$ cat src/rtl/vga_fb_arbiter.sv
// vga_fb_arbiter: shares one single-port framebuffer RAM between the VGA
// scan-out reader and a PPU pixel writer. Reads in the picture window always
// win; PPU writes are queued in a FIFO and drained whenever the scan-out is
// outside the window (horizontal blank, right border, vertical blank).
//
// Ports:
//   Clk, Reset              single clock, synchronous active-high reset
//   DrawX, DrawY, blank     VGA timing generator coordinates / visible flag
//   wr_valid/wr_addr/
//   wr_data/wr_ready        PPU write channel, addr = {y[7:0], x[7:0]}
//   ram_addr/ram_we/
//   ram_wdata/ram_rdata     framebuffer RAM port (read data one cycle late)
//   pix_data                palette index to the colour mapper
//   vblank_pulse            one-cycle strobe at start of vertical blank
//   fifo_overrun            sticky: a write was offered while the FIFO was full
module vga_fb_arbiter #(
    parameter int unsigned FIFO_DEPTH   = 16,
    parameter logic [5:0]  BORDER_COLOR = 6'h0F
) (
    input  logic        Clk,
    input  logic        Reset,
    input  logic [10:0] DrawX,
    input  logic [10:0] DrawY,
    input  logic        blank,
    input  logic        wr_valid,
    input  logic [15:0] wr_addr,
    input  logic [5:0]  wr_data,
    output logic        wr_ready,
    output logic [15:0] ram_addr,
    output logic        ram_we,
    output logic [5:0]  ram_wdata,
    input  logic [5:0]  ram_rdata,
    output logic [5:0]  pix_data,
    output logic        vblank_pulse,
    output logic        fifo_overrun
);

    localparam int unsigned PTR_W   = $clog2(FIFO_DEPTH);
    localparam int unsigned CNT_W   = PTR_W + 1;
    localparam int unsigned ADDR_W  = 16;
    localparam int unsigned DATA_W  = 6;
    localparam int unsigned ENTRY_W = ADDR_W + DATA_W;
    localparam logic [CNT_W-1:0] CNT_FULL = CNT_W'(FIFO_DEPTH);
    localparam logic [10:0] Y_VISIBLE = 11'd480;

    typedef enum logic {
        ST_ACTIVE  = 1'b0,
        ST_VBLANK  = 1'b1
    } state_t;

    // Storage and registered state
    logic [ENTRY_W-1:0] mem [FIFO_DEPTH];
    logic [PTR_W-1:0]   wr_ptr_q, rd_ptr_q;
    logic [CNT_W-1:0]   count_q, count_d;
    logic               wr_ready_q;
    logic               overrun_q;
    logic [1:0]         win_q;
    logic [DATA_W-1:0]  rdata_q;
    logic [ADDR_W-1:0]  last_addr_q;
    logic [DATA_W-1:0]  last_wdata_q;
    state_t             state_q, state_d;
    logic               pulse_q, pulse_d;

    // Combinational control
    logic               read_win;
    logic               fifo_empty;
    logic               push;
    logic               pop;
    logic [ENTRY_W-1:0] head;
    logic [ADDR_W-1:0]  read_addr;

    // DrawX is always even, so its LSB carries no information.
    logic unused_drawx_lsb;
    assign unused_drawx_lsb = DrawX[0];

    // Window evaluation, FIFO handshake and RAM port mux.
    always_comb begin
        read_win   = blank && (DrawX[10:1] < 10'd256) && (DrawY < Y_VISIBLE);
        fifo_empty = (count_q == '0);
        wr_ready   = wr_ready_q && !Reset;
        push       = wr_valid && wr_ready;
        // Reset gating here aborts the write that would otherwise issue this cycle.
        pop        = !Reset && !read_win && !fifo_empty;
        head       = mem[rd_ptr_q];
        read_addr  = {DrawY[8:1], DrawX[8:1]};
        count_d    = count_q + CNT_W'(push) - CNT_W'(pop);

        ram_we    = pop;
        ram_addr  = last_addr_q;
        ram_wdata = last_wdata_q;
        if (Reset) begin
            ram_addr  = '0;
            ram_wdata = '0;
        end else if (read_win) begin
            ram_addr  = read_addr;
        end else if (pop) begin
            ram_addr  = head[ENTRY_W-1:DATA_W];
            ram_wdata = head[DATA_W-1:0];
        end

        pix_data     = (!Reset && win_q[1]) ? rdata_q : BORDER_COLOR;
        vblank_pulse = pulse_q && !Reset;
        fifo_overrun = overrun_q && !Reset;
    end

    // Frame FSM: strobe only on the ACTIVE -> VBLANK edge.
    always_comb begin
        state_d = state_q;
        pulse_d = 1'b0;
        case (state_q)
            ST_ACTIVE: begin
                if (DrawY >= Y_VISIBLE) begin
                    state_d = ST_VBLANK;
                    pulse_d = 1'b1;
                end
            end
            ST_VBLANK: begin
                if (DrawY < Y_VISIBLE) begin
                    state_d = ST_ACTIVE;
                end
            end
            default: state_d = ST_ACTIVE;
        endcase
    end

    // Control and pipeline registers.
    always_ff @(posedge Clk) begin
        if (Reset) begin
            state_q      <= ST_ACTIVE;
            pulse_q      <= 1'b0;
            wr_ptr_q     <= '0;
            rd_ptr_q     <= '0;
            count_q      <= '0;
            wr_ready_q   <= 1'b1;
            overrun_q    <= 1'b0;
            win_q        <= '0;
            rdata_q      <= '0;
            last_addr_q  <= '0;
            last_wdata_q <= '0;
        end else begin
            state_q      <= state_d;
            pulse_q      <= pulse_d;
            if (push) wr_ptr_q <= wr_ptr_q + PTR_W'(1);
            if (pop)  rd_ptr_q <= rd_ptr_q + PTR_W'(1);
            count_q      <= count_d;
            wr_ready_q   <= (count_d != CNT_FULL);
            overrun_q    <= overrun_q || (wr_valid && !wr_ready);
            win_q        <= {win_q[0], read_win};
            rdata_q      <= ram_rdata;
            last_addr_q  <= ram_addr;
            last_wdata_q <= ram_wdata;
        end
    end

    // FIFO storage needs no reset; occupancy alone defines validity.
    always_ff @(posedge Clk) begin
        if (push) begin
            mem[wr_ptr_q] <= {wr_addr, wr_data};
        end
    end

endmodule

$ cat config.mk
export PLATFORM = sky130hd
export DESIGN_NAME = vga_fb_arbiter
export DESIGN_NICKNAME = d
export VERILOG_FILES = /design/src/rtl/vga_fb_arbiter.sv
export SDC_FILE = /design/constraint.sdc
export NUM_CORES = 1
export LEC_CHECK = 0
export ABC_AREA = 1
export CORE_AREA = 2 2 219 156
export CTS_CLUSTER_SIZE = 14
export DETAILED_ROUTE_END_ITERATION = 10
export DIE_AREA = 0 0 221 158
export PLACE_DENSITY = 0.68
export SLEW_MARGIN = 25
export SYNTH_ARGS = -nofsm -noshare
export SYNTH_HDL_FRONTEND = slang
export SYNTH_SLANG_ARGS = --single-unit
$ cat constraint.sdc
create_clock -name Clk -period 3.3 [get_ports Clk]
set_input_delay 0.66 -clock Clk [delete_from_list [all_inputs] [get_ports Clk]]
set_output_delay 0.66 -clock Clk [all_outputs]
set_load 0.01 [all_outputs]
==> reports/summary.md <==
The run finished with clean final reports. The height of the die is 158 microns. For the H-tree depth, the log shows 2. The filler-free cell count of the finished design was 1996. The timing-limited maximum frequency is 308 MHz. Relative to the synthesized area, the layout overhead comes to 20.1%.

Counting along the longest clock path gives a buffer depth of 3. Data on the critical path is required at its endpoint by 2.64 ns. 86 I/O pins were placed. Dividing the synthesized area by the synthesized cell count gives 11.6 sq um. The synthesized netlist occupies a cell area of 16300 sq um. The worst hold margin was 0.399 ns. The fraction of the mapped netlist area in compound gates was 0.984%.

The type of the worst setup path was reg -> out. The run gives 0 as the number of antenna diodes. The logs give 56 for the number of rows in the core area and 0.806 for the weighted congestion reported at the end of routability-driven placement. The portion of synthesized area spent on multiplexers is 0%.

Power density normalized to cell area: 725 nW/um^2. The fraction of met2 tracks used by global routing came out at 35.0%. On the critical path the largest part of the delay comes from buffers and inverters. The run gives 0 as the warning count from the yosys run. The aggregate global routing overflow was 0; the pin count of the biggest net entering global routing was 57. Summing internal, switching and leakage power gives 14.2 mW. The simple logic cell fraction of the synthesized area was 22.4%. Setup repair after global routing could not meet its margin everywhere. The final wirelength came out at 41.3 mm. After synthesis, the largest family of logic cells by area is simple AND/OR/NAND/NOR gates. The met1 demand-to-capacity share in global routing was 35.7%. The final setup violation count is 0, and the detail-routed via count per cell is 5.54. The final-layout fill cell count was 2564; the slew at the pin closest to its max-slew limit was 0.703 ns.

Count of distinct cell types in the synthesized netlist: 31. Clock tree synthesis selected as its root buffer the cell sky130_fd_sc_hd__clkbuf_16. The total negative slack for setup checks is 0 ns. Via count of the routed design: 11000. Yosys attributes the largest share of cell area to sky130_fd_sc_hd__edfxtp_1 65%, sky130_fd_sc_hd__nand3_1 11%, sky130_fd_sc_hd__nand2_1 9.7%. IR analysis of the VDD net gives a maximum drop of 0.399 mV.

The total routing resource utilization after global routing was 23.7%; the top-area cell type share of the netlist area was 64.9%. On the worst path, the slowest cell contributes a delay of 0.55 ns. The run gives 5.20% as the met3 layer usage reported by global route. Once detailed placement completed, the half-perimeter wirelength came to 23.2 mm. The worst pin sits at a relative slew slack of 53.0%. In this run the tool buffered the top-level ports with 83 buffer cells.

TritonCTS built the clock tree. The post-synthesis net count came out at 1472. Cell repeated most along the worst path: sky130_fd_sc_hd__nand3_1. The tools report the number of maximum-capacitance violations as 0. Traced cell by cell, the critical path runs through buf_16 > buf_16 > nand2_1 > nand3_1 > nand3_1 > nand3_2 > nand3_1 > nand3_1 > clkdlybuf4s50_1.

The slowest stage of the critical path is the sky130_fd_sc_hd__clkdlybuf4s50_1 cell. The run gives 0 as the number of max-slew violations in the final report. The first global-routing pass estimated 62.4 mm of wire. The post-route clock skew is 0.0115 ns. Including well taps, the total number of placed cells is 1920. The worst setup path is captured at an output pin. In the final routed layout, each cell accounts on average for 20.7 microns. From left edge to right edge, the die measures 221 microns.

The tools report the via count of the first global-routing pass as 10300. The sequential area share after synthesis was 71.2%. Data arrives at the worst endpoint at 2.58 ns. For the number of endpoints with negative hold slack in the final report, the log shows 0.

The adder-cell share of the synthesized area is 0.892%. The setup slack at placement came out at -0.0680 ns. The die covers 34900 sq um. The total DRC errors in the routed layout was 0. sky130_fd_sc_hd__edfxtp_1 takes more of the synthesized area than any other cell. The logs give 1407 for the cell count after synthesis and 403 for the clock sink count. The run gives 0 as the number of hold buffers added after cts. The combined buffer and inverter count along the critical path works out to 3. The length of the first detailed-routing pass in iterations is 9, and the number of design-rule violations left by the first detailed-router iteration is 1325.

For this design the static power due to leakage is 7.41 nW. The initial core utilization came out at 49.3%. Clock latency on the worst-skew pair, taken at its later pin, is 0.53 ns. The tools report the final setup slack of the worst path as 0.0562 ns. Along the worst path, the maximum fanout reaches 29. The share of the clock period used by the worst path is 98.3%. The highest-utilization routing layer at the global route stage is met1.

After synthesis the netlist holds a flip-flop and latch count of 403. After clock tree synthesis, the clock-pin slew on the worst setup and hold paths is 0.06 ns. The net count of the finished layout is 1599. The ratio of cells with drive above 1 in the final layout is 12.7%.

Counting the buffers created by CTS gives 39. STA classifies the critical path startpoint as a flip-flop. The detail route stage leaves a number of antenna-violating nets equal to 0.

The core area was 33000 sq um. The number of antenna violations at the first check in global routing is 2, and the post-synthesis share of cell area spent on xor and xnor gates is 0.269%. The path class of the tightest hold or removal check is reg -> reg.

The clock period could shrink to 3.24 ns.
[per-stage QoR]
| stage | util, % | cell area, sq um |
|---|---|---|
| finish | 59.2 | 19500 |
| global route | 59.2 | 19500 |
| CTS | 58.8 | 19400 |
| detailed placement | 54.2 | 17900 |
| global placement | 54.2 | 17900 |
| floorplan | - | 16300 |
[registers in the layout (all words and copies together), names as in the netlist, named ones only]
register      flops
pulse_q           1
wr_ready_q        1
mem             352
rdata_q           6
last_addr_q      16
rd_ptr_q          4
state_q           1
win_q             2
count_q           5
overrun_q         1
last_wdata_q      6
wr_ptr_q          4
[worst register-to-register path: stages (launching register included)]
cell                      delay [ns]
sky130_fd_sc_hd__dfxtp_1        0.32
sky130_fd_sc_hd__inv_1          0.10
sky130_fd_sc_hd__ha_1           0.18
sky130_fd_sc_hd__nand3_1        0.15
sky130_fd_sc_hd__nand3_2        0.14
sky130_fd_sc_hd__inv_4          0.07
sky130_fd_sc_hd__buf_4          0.15
sky130_fd_sc_hd__nand2_1        0.11
sky130_fd_sc_hd__nand2_1        0.07
sky130_fd_sc_hd__ha_1           0.21
sky130_fd_sc_hd__fa_1           0.45
sky130_fd_sc_hd__xnor2_1        0.23
sky130_fd_sc_hd__nand3_1        0.11
sky130_fd_sc_hd__nor2_1         0.12
sky130_fd_sc_hd__nand2_1        0.07
[final cells by class]
class / instances / area (sq um) / share of cell area (%)
multi-input combinational: 885 / 4180 / 21.4
inverter: 39 / 164 / 0.838
timing repair buffer: 166 / 1820 / 9.32
clock inverter: 13 / 136 / 0.698
sequential: 403 / 11600 / 59.3
tap: 435 / 544 / 2.78
clock buffer: 55 / 1110 / 5.67
[per-layer routing]
layer,vias up,routed length [microns]
li1,5176,-
met1,5303,18500
met2,494,18000
met3,73,4050
met4,2,725
met5,-,12
[cells in the final DEF, fill, tap and decap left out, types with 2 or more instances in the layout]
cell | Yosys | routed
sky130_fd_sc_hd__nand3_2 | 2 | 28
sky130_fd_sc_hd__nor2_1 | 38 | 22
sky130_fd_sc_hd__xnor2_1 | 2 | 2
sky130_fd_sc_hd__a21oi_1 | 26 | 26
sky130_fd_sc_hd__clkdlybuf4s50_1 | 0 | 62
sky130_fd_sc_hd__dlymetal6s2s_1 | 0 | 15
sky130_fd_sc_hd__ha_1 | 10 | 10
sky130_fd_sc_hd__dfxtp_2 | 0 | 2
sky130_fd_sc_hd__buf_4 | 27 | 58
sky130_fd_sc_hd__or2_2 | 4 | 4
sky130_fd_sc_hd__buf_12 | 1 | 10
sky130_fd_sc_hd__clkbuf_8 | 0 | 3
sky130_fd_sc_hd__buf_6 | 12 | 4
sky130_fd_sc_hd__nand2_1 | 420 | 420
sky130_fd_sc_hd__xor2_1 | 3 | 3
sky130_fd_sc_hd__o21ai_0 | 3 | 3
sky130_fd_sc_hd__clkinv_2 | 1 | 8
sky130_fd_sc_hd__bufbuf_16 | 0 | 3
sky130_fd_sc_hd__bufinv_16 | 0 | 3
sky130_fd_sc_hd__clkbuf_16 | 0 | 41
sky130_fd_sc_hd__nor2_2 | 1 | 16
sky130_fd_sc_hd__inv_1 | 32 | 32
sky130_fd_sc_hd__nand3_1 | 367 | 341
sky130_fd_sc_hd__buf_8 | 0 | 3
sky130_fd_sc_hd__nor3_1 | 2 | 2
sky130_fd_sc_hd__buf_16 | 0 | 5
sky130_fd_sc_hd__clkinv_1 | 1 | 3
sky130_fd_sc_hd__nor2_4 | 2 | 3
sky130_fd_sc_hd__edfxtp_1 | 352 | 352
sky130_fd_sc_hd__dlygate4sd2_1 | 0 | 6
sky130_fd_sc_hd__clkbuf_1 | 17 | 11
sky130_fd_sc_hd__inv_2 | 4 | 3
sky130_fd_sc_hd__dfxtp_1 | 51 | 48
[cells in the mapped netlist]
| cell type | instances |
|---|---|
| sky130_fd_sc_hd__xnor2_1 | 2 |
| sky130_fd_sc_hd__buf_2 | 21 |
| sky130_fd_sc_hd__buf_1 | 2 |
| sky130_fd_sc_hd__o21bai_1 | 1 |
| sky130_fd_sc_hd__dfxtp_1 | 51 |
| sky130_fd_sc_hd__buf_12 | 1 |
| sky130_fd_sc_hd__nor2_4 | 2 |
| sky130_fd_sc_hd__buf_6 | 12 |
| sky130_fd_sc_hd__ha_1 | 10 |
| sky130_fd_sc_hd__clkbuf_1 | 17 |
| sky130_fd_sc_hd__inv_2 | 4 |
| sky130_fd_sc_hd__fa_1 | 1 |
| sky130_fd_sc_hd__a21oi_1 | 26 |
| sky130_fd_sc_hd__nand2_1 | 420 |
| sky130_fd_sc_hd__edfxtp_1 | 352 |
| sky130_fd_sc_hd__o21ai_0 | 3 |
| sky130_fd_sc_hd__clkinv_2 | 1 |
| sky130_fd_sc_hd__xor2_1 | 3 |
| sky130_fd_sc_hd__clkinv_1 | 1 |
| sky130_fd_sc_hd__nor4_1 | 1 |
| sky130_fd_sc_hd__inv_6 | 1 |
| sky130_fd_sc_hd__o21a_1 | 1 |
| sky130_fd_sc_hd__nor2_2 | 1 |
| sky130_fd_sc_hd__inv_1 | 32 |
| sky130_fd_sc_hd__nor3_1 | 2 |
| sky130_fd_sc_hd__or2_2 | 4 |
| sky130_fd_sc_hd__nand3_2 | 2 |
| sky130_fd_sc_hd__buf_4 | 27 |
| sky130_fd_sc_hd__nor2_1 | 38 |
| sky130_fd_sc_hd__nand2_2 | 1 |
| sky130_fd_sc_hd__nand3_1 | 367 |
[timing repair]
action	in CTS	in global routing
cloned	4	0
endpoints found under the setup margin	22	16
pin swaps	3	0
setup buffers	1	3
gates resized for setup	38	29
[logic make-up after synthesis]
logic type      after synthesis
buf+inv                     119
simple gates                838
fa+ha+maj                    11
compound gates               31
xor+xnor                      5
flops                       403
[final timing paths]
check	from	to	slack [ns]	cells after the start
hold reg to reg	win_q[0]	win_q[1]	0.40	2
setup reg to reg	count_q[2]	wr_ready_q	0.72	14
hold / removal	win_q[0]	win_q[1]	0.40	2
setup / recovery	flip-flop	ram_addr[0]	0.06	9
[power by group]
| part | switching (mW) | internal (mW) |
|---|---|---|
| clock network | 1.83 | 2.57 |
| logic | 2.42 | 1.46 |
| registers | 0.107 | 5.78 |
(Power assumes the default switching activity.)
